$ cat config.mk
export PLATFORM = sky130hd
export DESIGN_NAME = rat_io_responder
export DESIGN_NICKNAME = d
export VERILOG_FILES = /design/src/rtl/rat_io_pkg.sv /design/src/rtl/io_sync_edge.sv /design/src/rtl/rat_io_responder.sv
export SDC_FILE = /design/constraint.sdc
export NUM_CORES = 1
export LEC_CHECK = 0
export BUFFER_PORTS_ARGS = -buffer_cell sky130_fd_sc_hd__buf_2
export CORE_ASPECT_RATIO = 1.75
export CORE_UTILIZATION = 45
export DETAILED_ROUTE_END_ITERATION = 8
export GPL_ROUTABILITY_DRIVEN = 0
export HOLD_SLACK_MARGIN = 0.15
export PLACE_DENSITY_LB_ADDON = 0.1
export SETUP_SLACK_MARGIN = 0.5
export SLEW_MARGIN = 10
export SYNTH_ARGS = -nofsm -noshare
export SYNTH_HDL_FRONTEND = slang
export SYNTH_SLANG_ARGS = --single-unit
$ cat constraint.sdc
create_clock -name clk -period 2.45 [get_ports clk]
set_clock_uncertainty 0.2 [all_clocks]
set_input_delay 0.49 -clock clk [delete_from_list [all_inputs] [get_ports clk]]
set_output_delay 0.49 -clock clk [all_outputs]
set_load 0.01 [all_outputs]
$ cat src/rtl/rat_io_pkg.sv
// rat_io_pkg: shared constants for the RAT peripheral responder.
//   - I/O port addresses seen on port_id
//   - ISTAT bit positions
package rat_io_pkg;

  // Port map
  localparam logic [7:0] PORT_SW    = 8'h20;  // R   synced switches
  localparam logic [7:0] PORT_BTN   = 8'h24;  // R   synced buttons, zero-extended
  localparam logic [7:0] PORT_TCTL  = 8'h30;  // R/W bit0 = timer enable
  localparam logic [7:0] PORT_TPER  = 8'h31;  // R/W timer period in ticks
  localparam logic [7:0] PORT_ISTAT = 8'h32;  // R/W1C interrupt status
  localparam logic [7:0] PORT_IMASK = 8'h33;  // R/W interrupt mask
  localparam logic [7:0] PORT_LED   = 8'h40;  // R/W LED register
  localparam logic [7:0] PORT_SSEG  = 8'h81;  // W   seven-segment data

  localparam int NUM_BTN = 4;

  // ISTAT layout: bit0 timer expiry, bits 4:1 button 3..0 rising edge
  localparam int ISTAT_TMR     = 0;
  localparam int ISTAT_BTN_LSB = 1;

endpackage

$ cat src/rtl/io_sync_edge.sv
// io_sync: W-bit multi-flop synchronizer for asynchronous board inputs.
//   clk, rst_n   clock / async active-low reset
//   i_d [W]      asynchronous input
//   o_q [W]      synchronized level (STAGES cycles of latency)
//
// io_sync_edge: single-bit synchronizer followed by a rising-edge detector.
//   clk, rst_n   clock / async active-low reset
//   i_d          asynchronous input
//   o_level      synchronized level
//   o_rise       one-cycle pulse when o_level goes 0 -> 1
module io_sync #(
  parameter int W      = 1,
  parameter int STAGES = 2
) (
  input  logic         clk,
  input  logic         rst_n,
  input  logic [W-1:0] i_d,
  output logic [W-1:0] o_q
);

  logic [STAGES-1:0][W-1:0] r_sync;

  always_ff @(posedge clk or negedge rst_n) begin
    if (!rst_n) begin
      r_sync <= '0;
    end else begin
      r_sync[0] <= i_d;
      for (int i = 1; i < STAGES; i++) r_sync[i] <= r_sync[i-1];
    end
  end

  assign o_q = r_sync[STAGES-1];

endmodule

module io_sync_edge #(
  parameter int SYNC_STAGES = 2
) (
  input  logic clk,
  input  logic rst_n,
  input  logic i_d,
  output logic o_level,
  output logic o_rise
);

  logic w_level;
  logic r_prev;

  io_sync #(.W(1), .STAGES(SYNC_STAGES)) u_sync (
    .clk   (clk),
    .rst_n (rst_n),
    .i_d   (i_d),
    .o_q   (w_level)
  );

  always_ff @(posedge clk or negedge rst_n) begin
    if (!rst_n) r_prev <= 1'b0;
    else        r_prev <= w_level;
  end

  assign o_level = w_level;
  assign o_rise  = w_level & ~r_prev;

endmodule

$ cat src/rtl/rat_io_responder.sv
// rat_io_responder: peripheral side of the RAT CPU port bus.
//   clk, rst_n   clock / async active-low reset
//   port_id      port address from the CPU
//   out_port     write data; committed at posedge clk when io_strb=1
//   io_strb      write strobe
//   in_port      read data, combinational decode of port_id
//   interrupt    registered level interrupt = |(ISTAT & IMASK)
//   switches     async slide switches (synchronized)
//   buttons      async push buttons (synchronized, rising edges -> ISTAT)
//   leds         LED register
//   sseg_data    seven-segment data register
// Holds the port register file, a prescaled interval timer and the
// interrupt status/mask logic.
module rat_io_responder
  import rat_io_pkg::*;
#(
  parameter int PRESCALE    = 1000,  // 2..65535
  parameter int SYNC_STAGES = 2      // >= 2
) (
  input  logic       clk,
  input  logic       rst_n,
  input  logic [7:0] port_id,
  input  logic [7:0] out_port,
  input  logic       io_strb,
  output logic [7:0] in_port,
  output logic       interrupt,
  input  logic [7:0] switches,
  input  logic [3:0] buttons,
  output logic [7:0] leds,
  output logic [7:0] sseg_data
);

  localparam logic [15:0] PRESC_LAST = 16'(PRESCALE - 1);

  // ---------------- input synchronizers ----------------
  logic [7:0]         w_sw_sync;
  logic [NUM_BTN-1:0] w_btn_lvl;
  logic [NUM_BTN-1:0] w_btn_rise;

  io_sync #(.W(8), .STAGES(SYNC_STAGES)) u_sw_sync (
    .clk   (clk),
    .rst_n (rst_n),
    .i_d   (switches),
    .o_q   (w_sw_sync)
  );

  for (genvar gi = 0; gi < NUM_BTN; gi++) begin : g_btn
    io_sync_edge #(.SYNC_STAGES(SYNC_STAGES)) u_btn (
      .clk     (clk),
      .rst_n   (rst_n),
      .i_d     (buttons[gi]),
      .o_level (w_btn_lvl[gi]),
      .o_rise  (w_btn_rise[gi])
    );
  end

  // ---------------- register file ----------------
  logic [7:0]  r_leds, r_sseg, r_tper, r_istat, r_imask, r_tick_cnt;
  logic        r_tctl_en, r_irq;
  logic [15:0] r_presc;

  logic w_wr_led, w_wr_sseg, w_wr_tctl, w_wr_tper, w_wr_istat, w_wr_imask;

  assign w_wr_led   = io_strb && (port_id == PORT_LED);
  assign w_wr_sseg  = io_strb && (port_id == PORT_SSEG);
  assign w_wr_tctl  = io_strb && (port_id == PORT_TCTL);
  assign w_wr_tper  = io_strb && (port_id == PORT_TPER);
  assign w_wr_istat = io_strb && (port_id == PORT_ISTAT);
  assign w_wr_imask = io_strb && (port_id == PORT_IMASK);

  always_ff @(posedge clk or negedge rst_n) begin
    if (!rst_n) begin
      r_leds    <= '0;
      r_sseg    <= '0;
      r_tctl_en <= 1'b0;
      r_tper    <= '0;
      r_imask   <= '0;
    end else begin
      if (w_wr_led)   r_leds    <= out_port;
      if (w_wr_sseg)  r_sseg    <= out_port;
      if (w_wr_tctl)  r_tctl_en <= out_port[0];
      if (w_wr_tper)  r_tper    <= out_port;
      if (w_wr_imask) r_imask   <= out_port;
    end
  end

  // ---------------- prescaler / tick counter ----------------
  // Any TCTL/TPER write restarts the timer from a clean phase so the first
  // expiry after reprogramming is a full TPER*PRESCALE cycles away.
  logic w_tmr_clr, w_tick, w_expire;

  assign w_tmr_clr = w_wr_tctl | w_wr_tper;
  assign w_tick    = r_tctl_en && (r_presc == PRESC_LAST) && !w_tmr_clr;
  assign w_expire  = w_tick && (r_tper != 8'd0) && (r_tick_cnt == r_tper - 8'd1);

  always_ff @(posedge clk or negedge rst_n) begin
    if (!rst_n) begin
      r_presc    <= '0;
      r_tick_cnt <= '0;
    end else if (w_tmr_clr) begin
      r_presc    <= '0;
      r_tick_cnt <= '0;
    end else if (!r_tctl_en) begin
      r_presc    <= '0;
    end else begin
      r_presc <= w_tick ? 16'd0 : r_presc + 16'd1;
      if (w_tick) begin
        // TPER=0 means no expiry: counter parks at 0
        if (r_tper == 8'd0 || w_expire) r_tick_cnt <= '0;
        else                            r_tick_cnt <= r_tick_cnt + 8'd1;
      end
    end
  end

  // ---------------- interrupt status / request ----------------
  logic [7:0] w_istat_set, w_istat_clr;

  always_comb begin
    w_istat_set                              = '0;
    w_istat_set[ISTAT_TMR]                   = w_expire;
    w_istat_set[ISTAT_BTN_LSB +: NUM_BTN]    = w_btn_rise;
    w_istat_clr                              = w_wr_istat ? out_port : 8'h00;
  end

  // Set is OR-ed in after the clear so a same-cycle event is never lost.
  always_ff @(posedge clk or negedge rst_n) begin
    if (!rst_n) begin
      r_istat <= '0;
      r_irq   <= 1'b0;
    end else begin
      r_istat <= (r_istat & ~w_istat_clr) | w_istat_set;
      r_irq   <= |(r_istat & r_imask);
    end
  end

  // ---------------- read mux ----------------
  always_comb begin
    in_port = 8'h00;
    case (port_id)
      PORT_SW:    in_port = w_sw_sync;
      PORT_BTN:   in_port = 8'(w_btn_lvl);
      PORT_LED:   in_port = r_leds;
      PORT_TCTL:  in_port = {7'b0, r_tctl_en};
      PORT_TPER:  in_port = r_tper;
      PORT_ISTAT: in_port = r_istat;
      PORT_IMASK: in_port = r_imask;
      default:    in_port = 8'h00;
    endcase
  end

  assign leds      = r_leds;
  assign sseg_data = r_sseg;
  assign interrupt = r_irq;

endmodule
Yosys cells after proc, flatten, opt, wreduce, memory -nomap -nowiden
Cells that the tools add are included. W data, S select, Z words.

Flip-flop bits (word level): 94. Bits of input ports: 31. Output and inout bits: 25. Word-level logic and storage cells: 76.

Add/sub/neg operators: 3. Equal/unequal tests: 10. Mux-type cells: 9. Bitwise gates (word level): 13. Reduce and logical (&&, ||, !) cells: 18.

Operator list (count): $pmux W8 S7 (1); $eq A8 B6 Y1 const B (6); $mux W16 (3); $mux W8 (5); $add A16 B1 Y16 const B (1); $and A8 B8 Y8 (2); $eq A16 B10 Y1 const B (1); $logic_and A1 B1 Y1 (10); $add A8 B1 Y8 const B (1); $eq A8 B7 Y1 const B (1); $eq A8 B8 Y1 (1); $eq A8 B8 Y1 const B (1); $logic_not A8 Y1 (1); $not A8 Y8 (1); $or A8 B5 Y8 (1); $reduce_bool A8 Y1 (1); $reduce_or A8 Y1 (1); $sub A8 B1 Y8 const B (1); $and A1 B1 Y1 (4); $not A1 Y1 (4); $reduce_bool A2 Y1 (2); $reduce_and A2 Y1 (1); $logic_not A1 Y1 (1); $logic_or A1 B1 Y1 (1); $or A1 B1 Y1 (1).

Depth between registers and ports, before layout
Gate-level depths: netlist (run 1).

Depth in word-level cells: 12. Gate-level depth with buffers: 7. Gate-level depth less buffers: 7.

By module
A second synthesis (run 1) with hierarchy kept.

Cells, all modules: 366. Area, all modules: 4324.1 µm².

By module, submodules not included: rat_io_responder (instances 1, cells an instance 326, area each 3508.4 µm², sequential area each 1651.6 µm²); io_sync at u_sw_sync (instances 1, cells an instance 24, area each 460.4 µm², sequential area each 400.4 µm²); io_sync at g_btn[0].u_btn.u_sync ... (instances 4, cells an instance 2, area each 50.0 µm², sequential area each 50.0 µm²); io_sync_edge (instances 4, cells an instance 2, area each 38.8 µm², sequential area each 25.0 µm²).

Worst setup path before layout (run 1)
OpenSTA, ideal clock, no wires.

Kind: input to output. From: in port_id[4]. To: out in_port[3]. Arrival: 1.670 ns. Required time: 1.760 ns. Slack: 0.090 ns. Cell stages on the path: 5. Buffers on the path: 0. Cells stage by stage: nor4b_2 > and4b_1 > a22o_1 > a21oi_1 > o21ai_0.

Word-level cells in the longest chain between the ends: 2.

RTL lines: from (decl) (RTL line rat_io_responder.sv:22) `input logic [7:0] port_id,`; $eq A8 B6 Y1 or $eq A8 B7 Y1 (tied branches) (RTL line rat_io_responder.sv:139) `case (port_id)`; $pmux W8 S7 * (RTL line rat_io_responder.sv:139); to (decl) (RTL line rat_io_responder.sv:25) `output logic [7:0] in_port,`.

Mark *: on every way between the ends. The rest lies on a longest branch, timed or not.

Worst setup path in the final report (run 1)
From: in port_id[4]. To: out in_port[5].

The elaborated chain is that of the path after synthesis.

==> impl_metrics.env, run 1 <==
export IMPL_cellPowerDensity_nw_per_um2=651
export IMPL_core_area_sq_um=9040
export IMPL_grt_antenna_before_repair=0
export IMPL_ff_to_ff_end="r_tick_cnt[4]"
export IMPL_cts_tree="built"
export IMPL_grt_start_max_net_pins=40
export IMPL_grt_util_all_layers_pct=24.0
export IMPL_cts_reportedPaths_clkPinSlew_ps=60
export IMPL_timing_critical_path_arrival_ps=1710
export IMPL_report_final_slew_viol_count=0
export IMPL_synth_ff_type="sky130_fd_sc_hd__dfrtp_1"
export IMPL_edff_count_synth=0
export IMPL_cts_inserted_buffers=9
export IMPL_drt_vias_per_instance=5.58
export IMPL_detail_route_iter0_violations=134
export IMPL_drc_errors=0
export IMPL_yosys_warnings=0
export IMPL_whs_path_depth=0
export IMPL_max_slew_margin_rel_pct=56.7
export IMPL_post_route_worst_hold_slack_ps=148
export IMPL_critical_path_start_end_classification="in2out"
export IMPL_seqCellArea_sq_um=2360
export IMPL_maxCapViolCount=0
export IMPL_ioPinCount=56
export IMPL_synth_async_reset_ratio_pct=100
export IMPL_chip_height_um=129
export IMPL_layout_drive_gt1_share_pct=41.9
export IMPL_io_buffers=55
export IMPL_timing_reg2reg_setup_slack_ps=210
export IMPL_fmaxAchievable_mhz=417
export IMPL_std_cell_rows=46
export IMPL_nets_finish=485
export IMPL_cts_root_buffer_cell="sky130_fd_sc_hd__clkbuf_16"
export IMPL_p_total_uw=3640
export IMPL_diodes=0
export IMPL_final_number_of_hold_violating_endpoints=0
export IMPL_slowest_stage="sky130_fd_sc_hd__and4bb_2"
export IMPL_detailedPlacementHpwl_um=7970
export IMPL_post_synth_cell_area_avg_sq_um=11.9
export IMPL_reg2reg_depth=6
export IMPL_layoutNonFillerInstCount=574
export IMPL_mappedNetlistNets=384
export IMPL_worstHoldEndpoint="u_sw_sync.o_q[4]"
export IMPL_timing_hold_worst_start="u_sw_sync.r_sync[4]"
export IMPL_vdd_ir_drop_max_mv=0.488
export IMPL_timing_critical_path_cells="buf_8 > and4bb_2 > and4b_2 > a22o_1 > a21oi_2 > o21ai_1 > buf_2"
export IMPL_syn_cell_area_sq_um=4170
export IMPL_drt_total_wl_um=11000
export IMPL_grt_setup_unrepaired="yes"
export IMPL_critPathRequiredTime_ps=1760
export IMPL_chipWidth_um=74.8
export IMPL_initial_standard_cell_utilization_of_the_core_pct=46.1
export IMPL_drt_pass1_iterations=4
export IMPL_multi_input_comb_area_sq_um=1970
export IMPL_yosys_register_bits=94
export IMPL_critPathMaxFanout=5
export IMPL_route_vias_total=3204
export IMPL_worst_setup_path_end_kind="primary output"
export IMPL_setup_violations_final=0
export IMPL_syn_inst=349
export IMPL_timing_critical_path_max_delay_family="simple AND/OR/NAND/NOR gates"
export IMPL_p_leak_uw=0.00252
export IMPL_ys_seq_area_share_pct=56.4
export IMPL_worstReg2RegStart="r_tper[5]"
export IMPL_dieArea_sq_um=9670
export IMPL_post_route_period_util_pct=97.9
export IMPL_routedWlPerCell_um=19.1
export IMPL_crit_path_start_kind="input port"
export IMPL_clock_sink_count=94
export IMPL_final_period_minus_worst_setup_slack_ps=2400
export IMPL_grt_first_pass_wirelength_um=16600
export IMPL_hold_path_class="reg2reg"
export IMPL_worst_skew_pair_late_latency_ps=340
export IMPL_critical_path_max_stage_delay_ps=260
export IMPL_clk_path_buf_depth=2
export IMPL_overflow=0
export IMPL_dpl_cell_count=538
export IMPL_max_slew_worst_pin_slew_ps=644
export IMPL_path_buf_inv=2
export IMPL_route_antenna_remaining_nets=0
export IMPL_number_of_global_route_vias_before_repair=3271
export IMPL_synth_cell_types=41
export IMPL_h_tree_depth=3
export IMPL_status="finished clean"
export IMPL_n_fill_cell=729
export IMPL_area_growth_syn_to_layout_pct=33.9
[worst max path at each step]
stage / endpoint / cells after the start / startpoint / slack, ps
final: in_port[5] / 7 / port_id[4] / 50
after global routing: in_port[4] / 7 / port_id[4] / -10
after CTS: in_port[6] / 7 / port_id[4] / 30
after detailed placement: in_port[0] / 7 / port_id[6] / 9
after global placement: in_port[0] / 7 / port_id[6] / 20
after floorplan: in_port[3] / 5 / port_id[4] / 240
[area by class of cell]
class / instances / area share (%)
sequential: 94 / 42.2
multi-input combinational: 233 / 35.3
clock buffer: 9 / 4.03
tap: 120 / 2.69
clock inverter: 6 / 1.68
timing repair buffer: 101 / 13.3
inverter: 11 / 0.740
[worst register-to-register path, cell delays in order (launching register included)]
cell	delay, ps
sky130_fd_sc_hd__dfrtp_1	420
sky130_fd_sc_hd__or4_4	580
sky130_fd_sc_hd__or3_4	360
sky130_fd_sc_hd__o2111ai_4	150
sky130_fd_sc_hd__o31ai_4	100
sky130_fd_sc_hd__buf_6	150
sky130_fd_sc_hd__a211oi_2	210
[repair_timing]
item	CTS	global route
gates cloned	0	1
resized for setup	24	36
hold buffers	14	0
hold endpoints to repair	50	0
pin swaps	10	15
setup buffers	2	4
setup endpoints to repair	25	33
[cell families (layout without fill, tap and decap cells)]
group	Yosys count	count (layout)	synth area share [%]
xor gates and xnor gates	30	30	6.30
DFF	94	94	56.4
AOI/OAI and AO/OA	58	58	10.4
muxes	37	37	9.99
buffers and inverters	22	127	2.04
adders and majority gates	4	4	1.20
and+or+nand+nor	104	104	13.6
[power breakdown]
part	switching, uW	total [uW]	internal, uW	leakage (uW)
sequential	59.5	1680	1620	0.00119
combinational	233	463	230	0.00117
clock	597	1500	899	0.000158
[registers in the layout, indices dropped and copies added, names as in the netlist, 8 cells and up]
name / flops
r_tick_cnt: 8
r_tper: 8
u_sw_sync.r_sync: 8
r_istat: 8
r_imask: 8
sseg_data: 8
u_sw_sync.o_q: 8
leds: 8
r_presc: 16
[layer usage]
layer	GRT usage (%)	part of all wire (%)
met5	0	0
met4	14.7	4.5
met3	3.58	2.9
met2	42.3	54
met1	26.2	38
[stage by stage]
stage	setup TNS, ps	setup slack, ps	util (%)	instance area [sq um]
CTS	0	29.9	59.7	5390
floorplan	0	241	-	4240
global route	-16.0	-12.2	61.8	5580
finish	0	51.9	61.8	5580
global placement	0	24.8	53.4	4830
detailed placement	0	8.83	53.4	4830
[synth_stat cells, drive strengths merged (4+ instances only)]
library cell	n	area [sq um]
inv	11	41.3
dfrtp	94	2350
clkbuf	8	30.0
nor3	9	45.0
a211oi	6	45.0
nor4	5	31.3
nor2	25	93.8
a22oi	13	97.6
nand3	15	75.1
nand4	9	56.3
nand2	18	67.6
ha	4	50.1
a21oi	7	35.0
o21ai	9	45.0
xor2	13	114
a22o	10	87.6
and3	6	37.5
xnor2	17	149
mux2	37	417
[placed cells by master, fill, tap and decap left out, types with 3 or more instances in the layout]
cell type	synthesis	final
sky130_fd_sc_hd__a211oi_2	0	6
sky130_fd_sc_hd__a21boi_0	3	3
sky130_fd_sc_hd__a21oi_1	7	4
sky130_fd_sc_hd__a21oi_2	0	3
sky130_fd_sc_hd__a22o_1	10	10
sky130_fd_sc_hd__a22oi_1	13	11
sky130_fd_sc_hd__and3_1	6	4
sky130_fd_sc_hd__buf_2	2	48
sky130_fd_sc_hd__buf_4	0	26
sky130_fd_sc_hd__buf_6	0	8
sky130_fd_sc_hd__clkbuf_16	0	9
sky130_fd_sc_hd__dfrtp_1	94	91
sky130_fd_sc_hd__dfrtp_2	0	3
sky130_fd_sc_hd__dlygate4sd3_1	0	14
sky130_fd_sc_hd__inv_1	11	9
sky130_fd_sc_hd__mux2_2	37	37
sky130_fd_sc_hd__nand2_1	18	17
sky130_fd_sc_hd__nand3_1	15	13
sky130_fd_sc_hd__nand4_1	9	9
sky130_fd_sc_hd__nor2_1	25	22
sky130_fd_sc_hd__nor2_2	0	3
sky130_fd_sc_hd__nor3_1	9	5
sky130_fd_sc_hd__nor3_2	0	3
sky130_fd_sc_hd__nor4_1	5	4
sky130_fd_sc_hd__o211ai_1	3	3
sky130_fd_sc_hd__o21ai_1	1	6
sky130_fd_sc_hd__xnor2_1	17	16
sky130_fd_sc_hd__xor2_1	13	13
Power figures use the tool's default switching activity.
==> run 2: changes to the inputs <==
==> constraint.sdc (replaced) <==
create_clock -name clk -period 2.45 [get_ports clk]
set_clock_uncertainty 0.2 [all_clocks]
set_input_delay 0.1225 -clock clk [delete_from_list [all_inputs] [get_ports clk]]
set_output_delay 0.1225 -clock clk [all_outputs]
set_load 0.01 [all_outputs]
==> impl_metrics.env, run 2 (synthesized netlist as in run 1, its figures left out) <==
export IMPL_overflow=0
export IMPL_chipWidth_um=74.8
export IMPL_max_slew_worst_pin_slew_ps=471
export IMPL_dieArea_sq_um=9670
export IMPL_cts_tree="built"
export IMPL_setup_violations_final=0
export IMPL_critPathMaxFanout=6
export IMPL_diodes=0
export IMPL_drt_total_wl_um=10100
export IMPL_vdd_ir_drop_max_mv=0.501
export IMPL_fmaxAchievable_mhz=466
export IMPL_area_growth_syn_to_layout_pct=29.9
export IMPL_grt_start_max_net_pins=69
export IMPL_cellPowerDensity_nw_per_um2=631
export IMPL_final_setup_tns_ps=0
export IMPL_net_switching_power_uw=865
export IMPL_n_fill_cell=777
export IMPL_crit_path_start_kind="flop"
export IMPL_grt_antenna_before_repair=0
export IMPL_cts_root_buffer_cell="sky130_fd_sc_hd__clkbuf_16"
export IMPL_dpl_cell_count=523
export IMPL_critical_path_startpoint="r_tper[4]"
export IMPL_ff_to_ff_end="r_tick_cnt[2]"
export IMPL_drc_errors=0
export IMPL_chip_height_um=129
export IMPL_layoutNonFillerInstCount=574
export IMPL_post_route_period_util_pct=87.6
export IMPL_clk_path_buf_depth=2
export IMPL_drt_vias_per_instance=5.43
export IMPL_final_period_minus_worst_setup_slack_ps=2150
export IMPL_worst_skew_pair_late_latency_ps=340
export IMPL_place_worst_setup_slack_ps=218
export IMPL_h_tree_depth=3
export IMPL_hold_path_class="reg2reg"
export IMPL_reg2reg_depth=5
export IMPL_swShare_pct=25.3
export IMPL_largest_register="r_presc"
export IMPL_number_of_global_route_vias_before_repair=3157
export IMPL_timing_reg2reg_setup_slack_ps=300
export IMPL_route_antenna_remaining_nets=0
export IMPL_detailedPlacementHpwl_um=7130
export IMPL_initial_standard_cell_utilization_of_the_core_pct=46.1
export IMPL_sequentialPowerShare_pct=48.9
export IMPL_route_vias_total=3116
export IMPL_clock_sink_count=94
export IMPL_largest_register_ffs=16
export IMPL_setup_slack_ps=304
export IMPL_cts_inserted_buffers=9
export IMPL_critical_path_start_end_classification="reg2reg"
export IMPL_combPwrFrac_pct=11.9
export IMPL_drt_pass1_iterations=4
export IMPL_final_cell_mix="90 x sky130_fd_sc_hd__dfrtp_1, 54 x sky130_fd_sc_hd__buf_2, 37 x sky130_fd_sc_hd__mux2_2, 25 x sky130_fd_sc_hd__nor2_1, 25 x sky130_fd_sc_hd__dlygate4sd3_1"
export IMPL_nets_finish=484
export IMPL_postLayoutCoreUtil_pct=59.9
export IMPL_cts_reportedPaths_clkPinSlew_ps=70
export IMPL_maxCapViolCount=0
export IMPL_grt_setup_unrepaired="yes"
export IMPL_routedWlPerCell_um=17.6
export IMPL_status="finished clean"
export IMPL_io_buffers=55
export IMPL_max_slew_margin_rel_pct=68.5
export IMPL_grt_util_all_layers_pct=22.4
export IMPL_report_final_slew_viol_count=0
export IMPL_std_cell_rows=46
export IMPL_worst_setup_path_end_kind="flop"
export IMPL_p_int_uw=2550
export IMPL_endpoint="r_tick_cnt[2]"
export IMPL_final_number_of_hold_violating_endpoints=0
export IMPL_worstReg2RegStart="r_tper[4]"
export IMPL_grt_first_pass_wirelength_um=15800
export IMPL_core_area_sq_um=9040
export IMPL_timing_critical_path_arrival_ps=2160
export IMPL_critPathRequiredTime_ps=2460
export IMPL_layout_drive_gt1_share_pct=35.7
export IMPL_p_leak_uw=0.00243
export IMPL_final_common_cell="sky130_fd_sc_hd__dfrtp_1"
export IMPL_post_route_worst_hold_slack_ps=149
export IMPL_detail_route_iter0_violations=94
export IMPL_clock_power_share_pct=39.1
export IMPL_ioPinCount=56
-- run 2: cell count changes in the layout (fill, tap and decap cells not counted), moves of 3 or more --
cell / delta
sky130_fd_sc_hd__o21ai_0: +4
sky130_fd_sc_hd__buf_6: -5
sky130_fd_sc_hd__buf_4: -10
sky130_fd_sc_hd__nor2_2: -3
sky130_fd_sc_hd__dlygate4sd3_1: +11
sky130_fd_sc_hd__buf_2: +6
sky130_fd_sc_hd__nor2_1: +3
-- run 2: worst min path at each step --
stage / startpoint / end / slack, ps / depth (start not counted)
3_5_place_dp: rst_n / r_presc[2] / -130 / 1
3_3_place_gp: rst_n / r_presc[5] / -140 / 1
6_report: u_sw_sync.r_sync[5] / u_sw_sync.o_q[5] / 150 / 0
2_1_floorplan: rst_n / g_btn[0].u_btn.r_prev / -370 / 0
5_1_grt: u_sw_sync.r_sync[7] / u_sw_sync.o_q[7] / 160 / 0
4_1_cts: port_id[3] / r_tctl_en / 130 / 5
-- run 2: layer usage --
metal  track usage (%)  vias up  routed length [um]
met3              3.11       17                 246
met4              10.4        0                 306
met1              24.1     1559                3780
met5                 0        -                   0
li1                  -     1478                   -
met2              41.8       62                5770
-- run 2: critical path, stage by stage, from the launching register on --
cell and delay, ps:
sky130_fd_sc_hd__dfrtp_1 390, sky130_fd_sc_hd__or4_4 570, sky130_fd_sc_hd__or4b_4 540, sky130_fd_sc_hd__o31ai_4 80, sky130_fd_sc_hd__buf_6 160, sky130_fd_sc_hd__a211oi_1 70
-- run 2: area by class of cell --
type	instances	area (sq um)	area share [%]
flip-flops and latches	94	2360	43.5
clock buffers	11	243	4.48
multi-input cells	233	1870	34.5
clock inverters	5	41.3	0.762
inverters	11	41.3	0.762
well taps	120	150	2.77
repair buffers	100	714	13.2
-- run 2: timing repair --
item / in CTS / in global routing
hold buffers: 26 / 0
buffers inserted: 7 / 1
gates cloned: 0 / 1
gates resized for setup: 14 / 19
hold endpoints to repair: 150 / 0
setup endpoints to repair: 10 / 40
pin swaps: 1 / 2
-- run 2: power by group through the flow --
stage | Clock, uW | Sequential (uW) | Combinational (uW)
6_report | 1340 | 1670 | 407
5_1_grt | 1420 | 1680 | 445
3_5_place_dp | 0 | 1700 | 319
2_1_floorplan | 0 | 1690 | 190
3_3_place_gp | 0 | 1700 | 311
4_1_cts | 1370 | 1670 | 403
-- run 2: through the flow --
stage | power [uW] | instance area [sq um]
finish | 3410 | 5420
floorplan | 1880 | 4200
global placement | 2010 | 4670
global route | 3540 | 5420
CTS | 3440 | 5330
detailed placement | 2020 | 4670
==> run 3: changes to the inputs <==
--- a/config.mk
+++ b/config.mk
@@ -16,4 +16,5 @@
 export SLEW_MARGIN = 10
 export SYNTH_ARGS = -nofsm -noshare
 export SYNTH_HDL_FRONTEND = slang
+export SYNTH_HIERARCHICAL = 1
 export SYNTH_SLANG_ARGS = --single-unit
==> impl_metrics.env, run 3 <==
export IMPL_syn_cell_area_sq_um=4320
export IMPL_drt_vias_per_instance=5.41
export IMPL_max_slew_worst_pin_slew_ps=553
export IMPL_postLayoutCoreUtil_pct=60.2
export IMPL_vdd_ir_drop_max_mv=0.437
export IMPL_timing_critical_path_arrival_ps=2450
export IMPL_cts_inserted_buffers=9
export IMPL_worst_skew_pair_late_latency_ps=350
export IMPL_synth_cell_types=56
export IMPL_drt_pass1_iterations=4
export IMPL_post_synth_cell_area_avg_sq_um=11.8
export IMPL_setup_violations_final=0
export IMPL_ys_seq_area_share_pct=54.4
export IMPL_dieArea_sq_um=10000
export IMPL_initial_standard_cell_utilization_of_the_core_pct=46.0
export IMPL_overflow=0
export IMPL_largest_register="r_presc"
export IMPL_routedWlPerCell_um=17.1
export IMPL_grt_setup_unrepaired="yes"
export IMPL_worst_setup_path_end_kind="flop"
export IMPL_synth_ff_type="sky130_fd_sc_hd__dfrtp_1"
export IMPL_post_synth_top_count_cell="sky130_fd_sc_hd__dfrtp_1"
export IMPL_timing_critical_path_cells="or4_4 > o21ai_2 > nor3b_4 > a31oi_4 > buf_4 > a221oi_2 > a21o_1"
export IMPL_synth_top_cells_by_count="94 x sky130_fd_sc_hd__dfrtp_1, 36 x sky130_fd_sc_hd__nand2_1, 34 x sky130_fd_sc_hd__mux2_2"
export IMPL_critical_path_start_end_classification="reg2reg"
export IMPL_cts_tree="built"
export IMPL_synth_async_reset_ratio_pct=100
export IMPL_synthDominantAreaCellType="sky130_fd_sc_hd__dfrtp_1"
export IMPL_h_tree_depth=3
export IMPL_final_setup_tns_ps=0
export IMPL_path_buf_inv=1
export IMPL_timing_critical_path_max_delay_family="simple AND/OR/NAND/NOR gates"
export IMPL_yosys_register_bits=94
export IMPL_chipWidth_um=76.1
export IMPL_detailedPlacementHpwl_um=7240
export IMPL_edff_count_synth=0
export IMPL_std_cell_rows=47
export IMPL_cellPowerDensity_nw_per_um2=584
export IMPL_clk_path_buf_depth=2
export IMPL_final_cell_mix="90 x sky130_fd_sc_hd__dfrtp_1, 50 x sky130_fd_sc_hd__buf_2, 34 x sky130_fd_sc_hd__nand2_1, 34 x sky130_fd_sc_hd__buf_4, 33 x sky130_fd_sc_hd__mux2_2"
export IMPL_crit_path_start_kind="flop"
export IMPL_p_leak_uw=0.00266
export IMPL_core_area_sq_um=9410
export IMPL_cts_reportedPaths_clkPinSlew_ps=70
export IMPL_final_common_cell="sky130_fd_sc_hd__dfrtp_1"
export IMPL_layoutNonFillerInstCount=602
export IMPL_largest_register_ffs=16
export IMPL_netlist_top_cells_area="sky130_fd_sc_hd__dfrtp_1 54%, sky130_fd_sc_hd__mux2_2 8.9%, sky130_fd_sc_hd__nand2_1 3.1%"
export IMPL_layout_drive_gt1_share_pct=38.5
export IMPL_syn_inst=366
export IMPL_final_period_minus_worst_setup_slack_ps=2360
export IMPL_grt_start_max_net_pins=54
export IMPL_synth_top_cell_area_share_pct=54.4
export IMPL_post_route_worst_hold_slack_ps=150
export IMPL_cts_root_buffer_cell="sky130_fd_sc_hd__clkbuf_16"
export IMPL_status="finished clean"
export IMPL_ioPinCount=56
export IMPL_post_route_period_util_pct=96.4
export IMPL_net_switching_power_uw=838
export IMPL_critPathMaxFanout=5
export IMPL_report_final_slew_viol_count=0
export IMPL_io_buffers=55
export IMPL_dpl_cell_count=542
export IMPL_slowest_stage="sky130_fd_sc_hd__or4_4"
export IMPL_drc_errors=0
export IMPL_combPwrFrac_pct=9.8
export IMPL_number_of_global_route_vias_before_repair=3482
export IMPL_grt_util_all_layers_pct=21.9
export IMPL_detail_route_iter0_violations=140
export IMPL_area_growth_syn_to_layout_pct=30.9
export IMPL_diodes=0
export IMPL_max_slew_margin_rel_pct=63.1
export IMPL_p_int_uw=2470
export IMPL_grt_antenna_before_repair=0
export IMPL_nets_finish=510
export IMPL_fmaxAchievable_mhz=423
export IMPL_critPathRequiredTime_ps=2540
export IMPL_sequentialPowerShare_pct=49.6
export IMPL_swShare_pct=25.3
export IMPL_final_number_of_hold_violating_endpoints=0
export IMPL_maxCapViolCount=0
export IMPL_clock_power_share_pct=40.7
export IMPL_yosys_warnings=6
export IMPL_clock_sink_count=94
export IMPL_chip_height_um=132
export IMPL_route_antenna_remaining_nets=0
export IMPL_hold_path_class="reg2reg"
export IMPL_drt_total_wl_um=10300
export IMPL_grt_first_pass_wirelength_um=16900
export IMPL_critical_path_max_stage_delay_ps=630
export IMPL_route_vias_total=3257
export IMPL_mappedNetlistNets=401
## run 3: cell types whose count changed in the layout (fill, tap and decap cells not counted), sizes merged, moves of 5 or more
cell	before	now
o21ai	9	4
nand3	15	21
a22o	10	1
buf	75	92
nand2	18	37
a222oi	0	7
nor2b	0	8
xnor2	17	9
a211oi	6	0
a21o	0	9
## run 3: power by group through the flow
| stage | sequential, uW | combinational, uW | clock, uW |
|---|---|---|---|
| after detailed placement | 1670 | 247 | 0 |
| after CTS | 1640 | 284 | 1370 |
| after floorplan | 1670 | 130 | 0 |
| after global routing | 1640 | 354 | 1440 |
| after global placement | 1670 | 244 | 0 |
| final | 1640 | 323 | 1350 |
## run 3: worst paths after layout
kind	start	to	slack, ps	cells past startpoint
max	r_tper[5]	r_tick_cnt[6]	90	7
min	u_sw_sync/r_sync[1]	u_sw_sync/o_q[1]	150	0
max reg2reg	r_tper[5]	r_tick_cnt[6]	90	7
min reg2reg	u_sw_sync/r_sync[1]	u_sw_sync/o_q[1]	150	0
max in group asynchronous	rst_n	r_tper[1]	720	4
min in group asynchronous	rst_n	sseg_data[0]	640	3
## run 3: kinds of logic after synthesis
family / synth area share, %
multiplexers: 9.09
buffers and inverters: 3.27
AND/OR/NAND/NOR: 17.5
adder cells (fa/ha/maj): 1.16
XOR/XNOR: 4.25
AO/OA/AOI/OAI: 10.4
flip-flops: 54.4
## run 3: final cells by class
type,count,area [sq um]
fillers,794,3750
flip-flops and latches,94,2360
multi-input cells,248,2000
repair buffers,116,845
clock buffers,9,225
well taps,122,153
clock inverters,7,62.6
inverters,6,22.5
## run 3: worst register-to-register path: cells and delay by family, from the launching register on
kind / cells / cell delay, ps
compound gates: 4 / 620
simple gates: 2 / 860
buf+inv: 1 / 200
flops: 1 / 420
## run 3: repair_timing
action / 4_1_cts / 5_1_grt
hold endpoints to repair: 147 / 0
cloned: 1 / 0
resized for setup: 8 / 36
setup endpoints to repair: 26 / 27
hold buffers: 24 / 0
buffers inserted: 7 / 12
pin swaps: 7 / 7
## run 3: metrics by stage
step           instance area [sq um]  worst slack [ps]  power, uW
2_1_floorplan                   4350              91.2       1800
3_3_place_gp                    4800               102       1910
3_5_place_dp                    4800              68.4       1920
4_1_cts                         5420               132       3290
5_1_grt                         5660              28.4       3430
6_report                        5660              87.8       3310
## run 3: metal layers
metal,routed length (um),global-route usage (%)
met1,3970,23.7
met2,5880,41.2
met3,198,2.78
met4,263,10.5
met5,0,0
